$ cat config.mk
export PLATFORM = sky130hd
export DESIGN_NAME = xain_apf_video
export DESIGN_NICKNAME = d
export VERILOG_FILES = /design/src/rtl/xain_apf_video.sv
export SDC_FILE = /design/constraint.sdc
export NUM_CORES = 1
export LEC_CHECK = 0
export BUFFER_PORTS_ARGS = -buffer_cell sky130_fd_sc_hd__buf_2
export CAP_MARGIN = 30
export CORE_ASPECT_RATIO = 1.5
export CORE_MARGIN = 2
export CORE_UTILIZATION = 30
export CTS_CLUSTER_DIAMETER = 200
export DETAILED_ROUTE_END_ITERATION = 7
export GPL_TIMING_DRIVEN = 0
export PLACE_DENSITY_LB_ADDON = 0.15
export REMOVE_ABC_BUFFERS = 1
export SKIP_CTS_REPAIR_TIMING = 1
export SYNTH_ARGS = -nofsm -noshare
export SYNTH_HDL_FRONTEND = slang
export SYNTH_SLANG_ARGS = --single-unit
$ cat constraint.sdc
create_clock -name clk -period 2.95 [get_ports clk]
set_input_delay 0.59 -clock clk [delete_from_list [all_inputs] [get_ports clk]]
set_output_delay 0.59 -clock clk [all_outputs]
set_load 0.02 [all_outputs]
$ cat src/rtl/xain_apf_video.sv
// Xain'd Sleena core video to Analogue Pocket APF video bus formatter.
// Optional alternate-line darkening is compiled in with `define XAIN_SCANLINE_EN.
module xain_apf_video #(
  parameter bit HS_ACTIVE_HIGH = 1'b0,
  parameter bit VS_ACTIVE_HIGH = 1'b1
) (
  input  logic        clk,
  input  logic        reset_n,
  input  logic        ce_pixel,
  input  logic [7:0]  r_in,
  input  logic [7:0]  g_in,
  input  logic [7:0]  b_in,
  input  logic        hblank_in,
  input  logic        vblank_in,
  input  logic        hsync_in,
  input  logic        vsync_in,
  input  logic [1:0]  sl_mode,
  output logic [23:0] vid_rgb,
  output logic        vid_de,
  output logic        vid_hs,
  output logic        vid_vs,
  output logic [9:0]  h_active,
  output logic [8:0]  v_active
);

  logic       hs_prev, vs_prev, de_prev;
  logic       armed, hs_pend, line_odd;
  logic [9:0] pix_cnt;
  logic [8:0] line_cnt;

  logic hs_n, vs_n, hs_rise, vs_rise, de_next, de_fall, gate, hs_req;
  logic [23:0] rgb_mod;

  assign hs_n    = HS_ACTIVE_HIGH ? hsync_in : ~hsync_in;
  assign vs_n    = VS_ACTIVE_HIGH ? vsync_in : ~vsync_in;
  assign hs_rise = hs_n & ~hs_prev;
  assign vs_rise = vs_n & ~vs_prev;
  assign de_next = ~hblank_in & ~vblank_in;
  assign de_fall = de_prev & ~de_next;
  // The arming VS edge is itself emitted, so a frame starts with its VS pulse.
  assign gate    = armed | vs_rise;
  assign hs_req  = hs_rise | hs_pend;

`ifdef XAIN_SCANLINE_EN
  function automatic logic [7:0] shade(input logic [7:0] c, input logic [1:0] k);
    logic [9:0] p, d;
    p = {2'b00, c} * {8'h00, k};
    d = {2'b00, c} - (p >> 2);
    return d[7:0];
  endfunction

  logic dark;
  assign dark    = line_odd & (sl_mode != 2'b00);
  assign rgb_mod = dark ? {shade(r_in, sl_mode), shade(g_in, sl_mode), shade(b_in, sl_mode)}
                        : {r_in, g_in, b_in};
`else
  logic unused_sl;
  assign unused_sl = ^sl_mode;
  assign rgb_mod   = {r_in, g_in, b_in};
`endif

  always_ff @(posedge clk or negedge reset_n) begin
    if (!reset_n) begin
      hs_prev  <= 1'b0;
      vs_prev  <= 1'b0;
      de_prev  <= 1'b0;
      armed    <= 1'b0;
      hs_pend  <= 1'b0;
      line_odd <= 1'b0;
      pix_cnt  <= '0;
      line_cnt <= '0;
      h_active <= '0;
      v_active <= '0;
      vid_rgb  <= '0;
      vid_de   <= 1'b0;
      vid_hs   <= 1'b0;
      vid_vs   <= 1'b0;
    end else if (ce_pixel) begin
      hs_prev <= hs_n;
      vs_prev <= vs_n;
      de_prev <= de_next;
      if (vs_rise) armed <= 1'b1;

      // VS wins a tie; HS is pushed one pixel later and merges with any new edge.
      vid_vs  <= gate & vs_rise;
      vid_hs  <= gate & hs_req & ~vs_rise;
      hs_pend <= gate & hs_req & vs_rise;
      vid_de  <= gate & de_next;
      vid_rgb <= (gate & de_next) ? rgb_mod : 24'h0;

      // pix_cnt indexes the current DE pixel, so +1 on the falling edge is the width.
      if (hs_rise)
        pix_cnt <= '0;
      else if (de_next && de_prev && pix_cnt != 10'h3ff)
        pix_cnt <= pix_cnt + 10'd1;
      if (de_fall)
        h_active <= (pix_cnt == 10'h3ff) ? pix_cnt : pix_cnt + 10'd1;

      if (vs_rise) begin
        v_active <= line_cnt;
        line_cnt <= '0;
        line_odd <= 1'b0;
      end else if (de_fall) begin
        if (line_cnt != 9'h1ff) line_cnt <= line_cnt + 9'd1;
        line_odd <= ~line_odd;
      end
    end
  end

endmodule

==> flow_metrics.env, run 1 <==
export IMPL_wl_met3_um=207
export IMPL_power_density_mw_per_mm2=662.1
export IMPL_finalHoldViolCount=0
export IMPL_tightest_slew_ns=0.7231
export IMPL_synth_edf_count=0
export IMPL_rows=45
export IMPL_grt_pass1_vias=2431
export IMPL_combPwrFrac_pct=15.9
export IMPL_synth_commonest_cells="70 x dfrtp_1, 46 x nand2_1, 26 x a22o_1, 16 x nor2_1, 11 x nand3_1"
export IMPL_met2_length_um=3839
export IMPL_slew_violations=0
export IMPL_drv_cap=0
export IMPL_die_width_um=86.82
export IMPL_initial_core_util_pct=30.63
export IMPL_critPathRequiredTime_ns=3.20
export IMPL_num_vias=2410
export IMPL_fin_hold_ws_ns=0.05465
export IMPL_cts_clk_slew_worst_paths_ns=0.05
export IMPL_slowest_stage="clkinv_1"
export IMPL_synthCells=284
export IMPL_topRoutingLayerUsed="met4"
export IMPL_drt_pass1_iterations=4
export IMPL_cp_top_family="buffers and inverters"
export IMPL_crit_fanout=20
export IMPL_reg2reg_from="line_cnt[0]"
export IMPL_rsz0062_at_grt="false"
export IMPL_synth_warnings=0
export IMPL_die_h_um=128.2
export IMPL_synth_async_reset_ratio_pct=100.0
export IMPL_ys_flop_type="dfrtp_1"
export IMPL_path_cells="buf_2 > clkinv_1 > buf_8 > nor3_1 > buf_2 > nor2_1 > a31oi_1"
export IMPL_netlist_area_mm2=0.003087
export IMPL_io_pins=79
export IMPL_cts_htree_levels=3
export IMPL_cts_root_buffer="clkbuf_16"
export IMPL_fin_crit_sh_pct=80.84
export IMPL_power_frac_seq_pct=43.9
export IMPL_wl_per_cell_um=15.37
export IMPL_synth_cell_types=48
export IMPL_dieArea_mm2=0.01113
export IMPL_leakagePower_uw=0.001928
export IMPL_slew_headroom_pct=51.72
export IMPL_crit_path_end_kind="register"
export IMPL_max_freq_mhz=419.3
export IMPL_clk_latency_ns=0.33
export IMPL_worst_setup_path_start_kind="input pin"
export IMPL_grt_ovfl_total=0
export IMPL_fin_crit_ns=2.385
export IMPL_r2r_end="line_cnt[7]"
export IMPL_p_sw_uw=695.7
export IMPL_setup_viol=0
export IMPL_path_common_cell="buf_2"
export IMPL_fin_skew_ns=0.004716
export IMPL_nets=396
export IMPL_synth_top_area_share_pct=56.75
export IMPL_avgViaCountPerCell=5.021
export IMPL_cpPeakStageDelay_ns=0.62
export IMPL_grt_max_degree=69
export IMPL_place_area_mm2=0.003621
export IMPL_arrival_ns=2.63
export IMPL_yosysTopAreaCell="dfrtp_1"
export IMPL_drt_antenna_violating_nets=0
export IMPL_cp_buffers_inverters=4
export IMPL_ff2ff_setup_slack_ns=0.73
export IMPL_ys_ff_latch=70
export IMPL_syn_area_per_cell_um2=10.87
export IMPL_grt_pass1_wl_um=12210
export IMPL_clockBufferDepth=2
export IMPL_outcome="complete, no violations"
export IMPL_p_sw_share_pct=26.84
export IMPL_synth_most_common_cell="dfrtp_1"
export IMPL_antenna_found_initial=0
export IMPL_hp_class="input pin to asynchronous set/reset pin"
export IMPL_power_share_clock_pct=40.3
export IMPL_place_ws_ns=0.1859
export IMPL_gp_congestion=0.7213
export IMPL_numClockSinks=70
export IMPL_n_fill_cell=995
export IMPL_final_cell_area_mm2=0.003915
export IMPL_io_buffers=76
export IMPL_post_dp_hpwl_um=5149
export IMPL_grt_total_usage_pct=14.23
export IMPL_syn2layout_area_growth_pct=26.83
export IMPL_drt_iter0_drc=109
export IMPL_drive_gt1_share_pct=29.48
export IMPL_wl_met1_um=3200
export IMPL_worst_setup_path_type="input pin to register"
export IMPL_coreArea_mm2=0.01008
export IMPL_cts_made_buffers=9
export IMPL_synthTopCellsByArea="dfrtp_1 57%, a22o_1 7.4%, nand2_1 5.6%, xnor2_1 2.0%, nor2_1 1.9%"
export IMPL_wl_um=7379
export IMPL_drc=0
export IMPL_fin_util_pct=38.85
export IMPL_ir_drop_mv=0.2683
export IMPL_worst_r2r_path_depth=8
export IMPL_ys_seq_area_share_pct=56.75
export IMPL_diodes=0
export IMPL_setup_slack_ns=0.5652
export IMPL_p_int_uw=1896
export IMPL_cts_tree="built"
## power groups by stage
stage | Combinational [µW] | Sequential [µW] | Clock, µW
after floorplan | 164 | 1230 | 0
after global placement | 404 | 1150 | 0
after detailed placement | 418 | 1150 | 0
after CTS | 419 | 1140 | 1090
after global routing | 460 | 1150 | 1120
final | 411 | 1140 | 1040
## through the flow
stage          std cells  setup TNS (ns)  power, µW
4_1_cts              480               0       2643
3_3_place_gp         461          -10.59       1553
6_report             480               0       2592
2_1_floorplan        268               0       1395
3_5_place_dp         466               0       1572
5_1_grt              480               0       2734
## routing by layer
metal / up-vias / track usage, %
met5: - / 0
met2: 38 / 23.26
li1: 1177 / -
met3: 10 / 4.057
met1: 1185 / 16.82
met4: 0 / 7.169
## layout make-up
class	count	area (µm²)	area share, %
tap	117	146.4	3.739
inverter	6	22.52	0.5753
clock buffer	14	294.0	7.510
multi-input combinational	192	1244	31.77
timing repair buffer	81	456.7	11.67
sequential	70	1752	44.74
## kinds of logic (layout without fill, tap and decap cells)
kind of cell / count (synthesis) / count (layout) / share of synthesized area (%)
fa+ha+maj: 3 / 3 / 1.216
mux: 5 / 5 / 1.702
buf+inv: 22 / 101 / 3.040
xor+xnor: 9 / 9 / 2.554
flops: 70 / 70 / 56.75
compound gates: 71 / 71 / 18.44
simple gates: 104 / 104 / 16.30
## worst max-delay path by stage
stage	startpoint	endpoint	slack, ns	depth (start not counted)
after global placement	ce_pixel	h_active[7]	-0.62	4
final	ce_pixel	h_active[2]	0.57	7
after floorplan	ce_pixel	h_active[2]	0.67	3
after detailed placement	ce_pixel	h_active[4]	0.19	7
after CTS	ce_pixel	h_active[2]	0.53	7
after global routing	ce_pixel	h_active[7]	0.30	7
## state kept, by name (all words and copies together) (netlist names), 9 cells and up
register / flops
pix_cnt: 10
h_active: 10
line_cnt: 9
v_active: 9
vid_rgb: 24
## layout by cell type, fill, tap and decap left out, types with 3 or more instances in the layout
master,Yosys,routed
nand3_1,11,11
a21oi_1,5,5
ha_1,3,3
a31oi_1,9,9
clkbuf_16,0,9
a22o_1,26,26
nand2_1,46,46
nor2_1,16,15
mux2i_1,3,3
or3_1,8,8
buf_2,8,76
o221ai_1,3,3
dfrtp_1,70,70
nand2b_1,4,4
inv_1,5,5
and3_1,3,3
clkbuf_8,0,5
xnor2_1,7,7
o21ai_0,8,8
o211ai_1,5,5
nand4_1,3,3
Note: power is estimated with default switching activity, not from simulation.
==> inputs of run 2 (changes only) <==
Clock period 2.95 ns to 2.05 ns, I/O delays scaled along.
==> flow_metrics.env, run 2 (same netlist as run 1, synthesis figures left out) <==
export IMPL_diodes=0
export IMPL_setup_tns_ns=-0.02506
export IMPL_wl_um=7639
export IMPL_rows=45
export IMPL_final_common_cell="buf_2"
export IMPL_fin_crit_sh_pct=101.1
export IMPL_tightest_slew_ns=0.7209
export IMPL_outcome="finished with violations"
export IMPL_max_freq_mhz=482.6
export IMPL_fin_skew_ns=0.004502
export IMPL_grt_max_degree=69
export IMPL_finalHoldViolCount=0
export IMPL_cts_tree="built"
export IMPL_drt_iter0_drc=142
export IMPL_violations="negative setup slack"
export IMPL_worst_setup_path_start_kind="register"
export IMPL_cts_htree_levels=3
export IMPL_path_cells="ha_2 > nand2_2 > nor2_2 > and3_4 > ha_4 > o21a_4 > or4_4 > a21oi_2"
export IMPL_slew_violations=0
export IMPL_hp_class="input pin to register"
export IMPL_largest_register_ff_count=24
export IMPL_largest_register="vid_rgb"
export IMPL_drt_pass1_iterations=4
export IMPL_cpPeakStageDelay_ns=0.51
export IMPL_setup_slack_ns=-0.02209
export IMPL_num_vias=2456
export IMPL_slowest_stage="or4_4"
export IMPL_grt_pass1_wl_um=12210
export IMPL_antenna_found_initial=0
export IMPL_fin_hold_ws_ns=0.2965
export IMPL_fin_crit_ns=2.072
export IMPL_slew_headroom_pct=51.80
export IMPL_ir_drop_mv=0.3910
export IMPL_grt_pass1_vias=2431
export IMPL_combPwrFrac_pct=16.3
export IMPL_setup_viol=2
export IMPL_p_sw_share_pct=27.09
export IMPL_worst_setup_path_type="register to register"
export IMPL_initial_core_util_pct=30.63
export IMPL_clk_latency_ns=0.33
export IMPL_power_uw=3762
export IMPL_critPathRequiredTime_ns=2.31
export IMPL_drt_antenna_violating_nets=0
export IMPL_cts_made_buffers=9
export IMPL_gp_congestion=0.7213
export IMPL_post_dp_hpwl_um=5149
export IMPL_clockBufferDepth=2
export IMPL_wl_per_cell_um=15.72
export IMPL_final_cell_mix="76 x buf_2, 70 x dfrtp_1, 45 x nand2_1"
export IMPL_power_share_clock_pct=40.2
export IMPL_dp_cells=466
export IMPL_arrival_ns=2.33
export IMPL_leakagePower_uw=0.001950
export IMPL_cts_clk_slew_worst_paths_ns=0.05
export IMPL_io_pins=79
export IMPL_p_int_uw=2743
export IMPL_avgViaCountPerCell=5.053
export IMPL_largest_registers="vid_rgb x24, h_active x10, pix_cnt x10"
export IMPL_coreArea_mm2=0.01008
export IMPL_die_width_um=86.82
export IMPL_drc=0
export IMPL_grt_total_usage_pct=14.23
export IMPL_power_density_mw_per_mm2=936.1
export IMPL_p_sw_uw=1019
export IMPL_drive_gt1_share_pct=33.33
export IMPL_dieArea_mm2=0.01113
export IMPL_final_cells=486
export IMPL_cts_root_buffer="clkbuf_16"
export IMPL_crit_fanout=9
export IMPL_die_h_um=128.2
export IMPL_nets=402
export IMPL_drv_cap=0
export IMPL_rsz0062_at_grt="true"
export IMPL_syn2layout_area_growth_pct=30.20
export IMPL_numClockSinks=70
export IMPL_io_buffers=76
export IMPL_crit_path_end_kind="register"
export IMPL_power_frac_seq_pct=43.5
export IMPL_grt_ovfl_total=0
==> run 2: cell type report <==
cell class | count | area [µm²]
Clock buffer | 14 | 294.0
Timing Repair inverter | 1 | 5.005
Tap cell | 117 | 146.4
Multi-Input combinational cell | 192 | 1299
Fill cell | 987 | 6060
Inverter | 6 | 26.28
Sequential cell | 70 | 1752
Timing Repair Buffer | 86 | 496.7
==> run 2: metal layers <==
layer	track usage, %	routed length [µm]
met2	23.26	3909
met4	7.169	207
met5	0	0
met1	16.82	3231
met3	4.057	290
==> run 2: through the flow <==
stage	worst slack, ns	area [µm²]	utilization, %
finish	-0.02209	4019	39.88
floorplan	-0.04778	3015	-
global route	-0.08224	4019	39.88
CTS	-0.1883	3915	38.85
detailed placement	-0.5341	3621	35.93
global placement	-1.335	3542	35.15
==> run 2: power groups by stage <==
stage          Sequential, µW  Clock, µW  Combinational, µW
6_report                 1640       1510                614
2_1_floorplan            1770          0                236
5_1_grt                  1660       1610                685
3_5_place_dp             1660          0                602
4_1_cts                  1640       1560                603
3_3_place_gp             1650          0                581
==> run 2: path summary, 6_finish.rpt <==
check | cells after the start | start | to | slack, ns
max | 8 | line_cnt[1] | line_cnt[7] | -0.02
min | 2 | g_in[2] | vid_rgb[10] | 0.30
max reg2reg | 8 | line_cnt[1] | line_cnt[7] | -0.02
min reg2reg | 2 | v_active[2] | v_active[2] | 0.47
max in group asynchronous | 3 | reset_n | pix_cnt[2] | 1.10
min in group asynchronous | 2 | reset_n | vid_rgb[18] | 0.42
==> run 2: critical path: cells and delay by family (launching register included) <==
| family | cells | cell delay [ns] |
|---|---|---|
| simple gates | 4 | 0.82 |
| fa+ha+maj | 2 | 0.36 |
| compound gates | 2 | 0.37 |
| flops | 1 | 0.42 |
